===== config.mk =====
export PLATFORM = sky130hd
export DESIGN_NAME = pc_fetch_ctrl
export DESIGN_NICKNAME = d
export VERILOG_FILES = /design/src/rtl/pc_fetch_ctrl.sv
export SDC_FILE = /design/constraint.sdc
export NUM_CORES = 1
export LEC_CHECK = 0
export ABC_CLOCK_PERIOD_IN_PS = 4600
export CORE_UTILIZATION = 50
export CTS_BUF_LIST = sky130_fd_sc_hd__clkbuf_8
export DETAILED_ROUTE_END_ITERATION = 8
export PLACE_DENSITY = 0.95
export REMOVE_ABC_BUFFERS = 1
export SLEW_MARGIN = 0
export SYNTH_ARGS = -nofsm -noshare
export SYNTH_HDL_FRONTEND = slang
export SYNTH_SLANG_ARGS = --single-unit

===== constraint.sdc =====
create_clock -name clk -period 4.6 [get_ports clk]
set_input_delay 0.92 -clock clk [delete_from_list [all_inputs] [get_ports clk]]
set_output_delay 0.92 -clock clk [all_outputs]
set_load 0.02 [all_outputs]

===== src/rtl/pc_fetch_ctrl.sv =====
// pc_fetch_ctrl: fetch PC sequencer with redirect, stall and memory-wait handling.
// Optional PC_ALIGN_CHECK_EN traps misaligned redirect targets to TRAP_VEC.
module pc_fetch_ctrl #(
    parameter int              PC_W     = 9,
    parameter logic [PC_W-1:0] TRAP_VEC = 9'h1F0
) (
    input  logic            clk,
    input  logic            reset_n,
    input  logic            stall,
    input  logic            PC_sel,
    input  logic [31:0]     branch_PC,
    input  logic            imem_ready,
    output logic [PC_W-1:0] PC,
    output logic            fetch_valid,
    output logic            flush_IF_ID,
    output logic            flush_ID_EX,
    output logic [15:0]     redirect_cnt,
    output logic            misalign_trap
);
    typedef enum logic [1:0] {BOOT, RUN, WAIT_MEM, BUBBLE} state_t;

    state_t          r_state, w_nstate;
    logic [PC_W-1:0] r_pc, w_npc, r_pend_pc, w_npend_pc, w_tgt, w_inc;
    logic            r_pend_vld, w_npend_vld, w_accept, w_unused;
    logic [15:0]     r_cnt;

    assign w_unused = ^{branch_PC, TRAP_VEC};
    assign w_inc    = r_pc + PC_W'(4);

`ifdef PC_ALIGN_CHECK_EN
    logic r_trap, w_mis;
    assign w_mis         = |branch_PC[1:0];
    assign w_tgt         = w_mis ? TRAP_VEC : branch_PC[PC_W-1:0];
    assign misalign_trap = r_trap;
    always_ff @(posedge clk) begin
        if (!reset_n) r_trap <= 1'b0;
        else          r_trap <= r_trap | (w_accept & w_mis);
    end
`else
    assign w_tgt         = {branch_PC[PC_W-1:2], 2'b00};
    assign misalign_trap = 1'b0;
`endif

    always_comb begin
        w_nstate    = r_state;
        w_npc       = r_pc;
        w_npend_vld = r_pend_vld;
        w_npend_pc  = r_pend_pc;
        w_accept    = 1'b0;
        case (r_state)
            BOOT: begin
                w_nstate = RUN;
                w_npc    = '0;
            end
            RUN: begin
                if (PC_sel) begin
                    w_accept = 1'b1;
                    w_npc    = w_tgt;
                    w_nstate = BUBBLE;
                end else if (!stall && !imem_ready) begin
                    w_nstate = WAIT_MEM;
                end else if (!stall) begin
                    w_npc = w_inc;
                end
            end
            BUBBLE: begin
                w_accept = PC_sel;
                w_npc    = PC_sel ? w_tgt : r_pc;
                w_nstate = PC_sel ? BUBBLE : RUN;
            end
            WAIT_MEM: begin
                w_accept = PC_sel;
                if (PC_sel) begin
                    w_npend_vld = 1'b1;
                    w_npend_pc  = w_tgt;
                end
                // a same-cycle redirect is newer than anything pending
                if (imem_ready) begin
                    w_npend_vld = 1'b0;
                    w_nstate    = (PC_sel || r_pend_vld) ? BUBBLE : RUN;
                    w_npc       = PC_sel ? w_tgt : (r_pend_vld ? r_pend_pc : w_inc);
                end
            end
            default: w_nstate = BOOT;
        endcase
    end

    always_ff @(posedge clk) begin
        if (!reset_n) begin
            r_state    <= BOOT;
            r_pc       <= '0;
            r_pend_vld <= 1'b0;
            r_pend_pc  <= '0;
            r_cnt      <= '0;
        end else begin
            r_state    <= w_nstate;
            r_pc       <= w_npc;
            r_pend_vld <= w_npend_vld;
            r_pend_pc  <= w_npend_pc;
            if (w_accept && r_cnt != 16'hFFFF) r_cnt <= r_cnt + 16'd1;
        end
    end

    assign PC           = r_pc;
    assign fetch_valid  = (r_state == RUN) || (r_state == WAIT_MEM);
    assign flush_IF_ID  = w_accept & reset_n;
    assign flush_ID_EX  = w_accept & reset_n;
    assign redirect_cnt = r_cnt;
endmodule


==> out/metrics.json <==
{
  "run_status": "finished clean",
  "clk_transition_reported_paths_ps": 60,
  "fin_cells": 317,
  "yosys_register_bits": 33,
  "cts_inserted_buffers": 5,
  "critical_path_buf_inv_count": 3,
  "post_route_cells_drive_above_1_share_pct": 5.54,
  "crit_arrival_ps": 2710,
  "maxSlewViolCount": 0,
  "antennaDiodeCount": 0,
  "floorplan.initialDensity_pct": 54.5,
  "cts_resized": 0,
  "post-route-min-period_ps": 3630,
  "netlist_area_um2": 1890,
  "critical_path_sink_type": "primary output",
  "most_prevalent_standard_cell_on_the_critical_path": "sky130_fd_sc_hd__clkdlybuf4s50_1",
  "ys.flop_type": "sky130_fd_sc_hd__dfxtp_1",
  "max_cap_violations": 0,
  "synth_largest_type_area_fraction_pct": 34.9,
  "power_switching_share_pct": 34.5,
  "buffer_ports.inserted": 37,
  "yosysWarningCount": 0,
  "place.detailed.hpwl_um": 3060,
  "via_count": 1818,
  "areaGrowthSynthToFinish_pct": 23.8,
  "pwr-share-clk_pct": 27.9,
  "globalRouteOverflowTotal": 0,
  "netlist_top_cells_area": "sky130_fd_sc_hd__dfxtp_1, sky130_fd_sc_hd__a21oi_1, sky130_fd_sc_hd__nand3_1",
  "leakagePower_nw": 0.807,
  "setup_viol_count_final": 0,
  "post-cts-setup-buffer-count": 0,
  "setup.worst_path.class": "in -> out",
  "max_clock_buf_depth": 2,
  "worst_ep_required_time_ps": 3680,
  "grt_use_total_pct": 23.0,
  "power.internal_mw": 0.527,
  "grt_antenna_before_repair": 0,
  "clock.fmax_mhz": 275,
  "io-pin-count": 66,
  "grt_first_pass_wirelength_um": 7200,
  "p_seq_share_pct": 41.2,
  "leading_cell_type_by_number_of_instances_after_synthesis": "sky130_fd_sc_hd__dfxtp_1",
  "hold_bufs_inserted_after_cts": 0,
  "cts_tree": "done",
  "worst_path_dominant_cell_family": "buffers and inverters",
  "drt_iter0_markers": 114,
  "switching_power_total_mw": 0.277,
  "remaining_drc_errors": 0,
  "grt_max_degree": 28,
  "vdd.ir_drop.worst_mv": 0.259,
  "worst-path-max-fanout": 12,
  "design.core.area_um2": 3470,
  "place_congestion": 0.878,
  "num-nets-final": 314,
  "final.setup.tns_ps": 0,
  "max_stage_delay_ps": 750,
  "wl_per_cell_um": 13.7,
  "cts-htree-levels": 2,
  "worstPathCellList": "clkdlybuf4s50_1 -> clkinv_1 -> nor3_1 -> clkdlybuf4s50_1",
  "synth-edff-count": 0,
  "synth_area_leader_cell": "sky130_fd_sc_hd__dfxtp_1",
  "period_share_pct": 78.9,
  "ys_seq_area_share_pct": 34.9,
  "post_synth_inst_count": 238,
  "min-delay-path-class": "reg -> reg",
  "critical_path.slowest_cell": "sky130_fd_sc_hd__clkdlybuf4s50_1",
  "synth_common_cells": "sky130_fd_sc_hd__dfxtp_1, sky130_fd_sc_hd__nand2_1, sky130_fd_sc_hd__a21oi_1, sky130_fd_sc_hd__nand3_1, sky130_fd_sc_hd__nor2_1",
  "totalWireLength_um": 4330,
  "finClkSkew_ps": 9.52,
  "clk-insertion-delay-late_ps": 300,
  "synth_cell_types": 47,
  "pwr-share-comb_pct": 30.9,
  "placedCellCount": 310,
  "powerDensity_nw_per_um2": 343,
  "clock_sinks": 33,
  "vias_per_cell": 5.74,
  "cts_root_buffer": "sky130_fd_sc_hd__clkbuf_8",
  "dieHeight_um": 63.5,
  "design.die.area_um2": 4030,
  "route.antenna.remaining_nets": 0,
  "slew-limit-headroom_pct": 38.0,
  "nFillCells": 313,
  "detailedRoute.firstPassIterationCount": 6,
  "finalHoldViolCount": 0,
  "timing_worst_slew_pin_value_ps": 930,
  "grt_setup_unrepaired": "false",
  "startpoint_type": "input port",
  "fp-row-count": 21,
  "syn_avg_cell_area_um2": 7.95,
  "first_global_vias": 1654,
  "post_synth_arst_share_pct": 0,
  "dieWidth_um": 63.5
}
-- power groups by stage --
stage | Combinational (mW) | Sequential, mW | Clock (mW)
final | 0.248 | 0.332 | 0.224
after detailed placement | 0.248 | 0.337 | 0
after floorplan | 0.156 | 0.342 | 0
after global routing | 0.275 | 0.334 | 0.236
after global placement | 0.242 | 0.335 | 0
after CTS | 0.248 | 0.331 | 0.227
-- per-layer routing --
metal  vias up  wire length (um)  global-route usage (%)
met1       839              1850                    25.4
met3         8               203                    5.07
met5         -                 0                       0
met4         0                89                    13.1
li1        908                 -                       -
met2        63              2190                    40.2
-- cell families (layout without fill, tap and decap cells) --
group                      after synthesis  in the layout  share of synthesized area, %
and+or+nand+nor                         98             98                          26.5
AOI/OAI and AO/OA                       59             59                          19.4
DFF                                     33             33                          34.9
buffers and inverters                   22             53                          5.95
xor gates and xnor gates                16             16                          7.41
adders and majority gates                6              6                          3.97
muxes                                    3              3                          1.65
other                                    1              3                         0.198
-- per-stage QoR --
stage	hold slack (ps)	worst slack (ps)	instance area [um^2]	total power, mW	util (%)
final	453	968	2340	0.804	67.5
after CTS	457	955	2340	0.806	67.5
after floorplan	433	1370	1810	0.499	-
after global placement	439	1010	2260	0.577	65.0
after global routing	476	868	2340	0.845	67.5
after detailed placement	448	958	2260	0.584	65.0
-- flip-flops by register name, indices dropped and copies added, names as in the netlist --
register      flops
r_pend_vld        1
PC                7
r_pend_pc         7
r_state           2
redirect_cnt     16
-- layout by cell type, fill, tap and decap left out, types with 2 or more instances in the layout --
master | netlist | routed
sky130_fd_sc_hd__clkdlybuf4s50_1 | 0 | 37
sky130_fd_sc_hd__dfxtp_1 | 33 | 33
sky130_fd_sc_hd__nand2_1 | 23 | 23
sky130_fd_sc_hd__nand3_1 | 22 | 22
sky130_fd_sc_hd__a21oi_1 | 22 | 22
sky130_fd_sc_hd__nor2_1 | 19 | 19
sky130_fd_sc_hd__o21ai_0 | 15 | 15
sky130_fd_sc_hd__xor2_1 | 11 | 11
sky130_fd_sc_hd__inv_1 | 6 | 7
sky130_fd_sc_hd__nor3_1 | 6 | 6
sky130_fd_sc_hd__a22oi_1 | 6 | 6
sky130_fd_sc_hd__ha_1 | 6 | 6
sky130_fd_sc_hd__clkbuf_8 | 0 | 6
sky130_fd_sc_hd__or3_1 | 5 | 5
sky130_fd_sc_hd__nand2b_1 | 5 | 5
sky130_fd_sc_hd__xnor2_1 | 5 | 5
sky130_fd_sc_hd__o211ai_1 | 4 | 4
sky130_fd_sc_hd__nand4_1 | 3 | 3
sky130_fd_sc_hd__conb_1 | 1 | 3
sky130_fd_sc_hd__and4_1 | 2 | 2
sky130_fd_sc_hd__and2_2 | 2 | 2
sky130_fd_sc_hd__o2111ai_1 | 2 | 2
sky130_fd_sc_hd__a221oi_1 | 2 | 2
sky130_fd_sc_hd__mux2i_1 | 2 | 2
sky130_fd_sc_hd__nor4_1 | 2 | 2
sky130_fd_sc_hd__buf_4 | 5 | 2
-- area by class of cell --
type	instances	area [um^2]	area share [%]
inverters	7	26.3	1.12
well taps	46	57.6	2.46
multi-input cells	185	1130	48.1
repair buffers	39	385	16.5
clock inverters	1	3.75	0.160
flip-flops and latches	33	661	28.2
clock buffers	6	82.6	3.53
-- path summary, 6_finish.rpt --
kind	startpoint	to	slack [ps]	cells past startpoint
worst min register to register	r_pend_pc[3]	r_pend_pc[3]	450	2
worst max register to register	r_state[0]	PC[7]	2200	7
worst min-delay path	r_pend_pc[3]	r_pend_pc[3]	450	2
worst max-delay path	reset_n	flush_ID_EX	970	4
-- tightest hold or removal path, cell delays in order, from the launching register on --
cell and delay (ps):
sky130_fd_sc_hd__dfxtp_1 310, sky130_fd_sc_hd__nand2_1 50, sky130_fd_sc_hd__a21oi_1 50
Power figures use the tool's default switching activity.
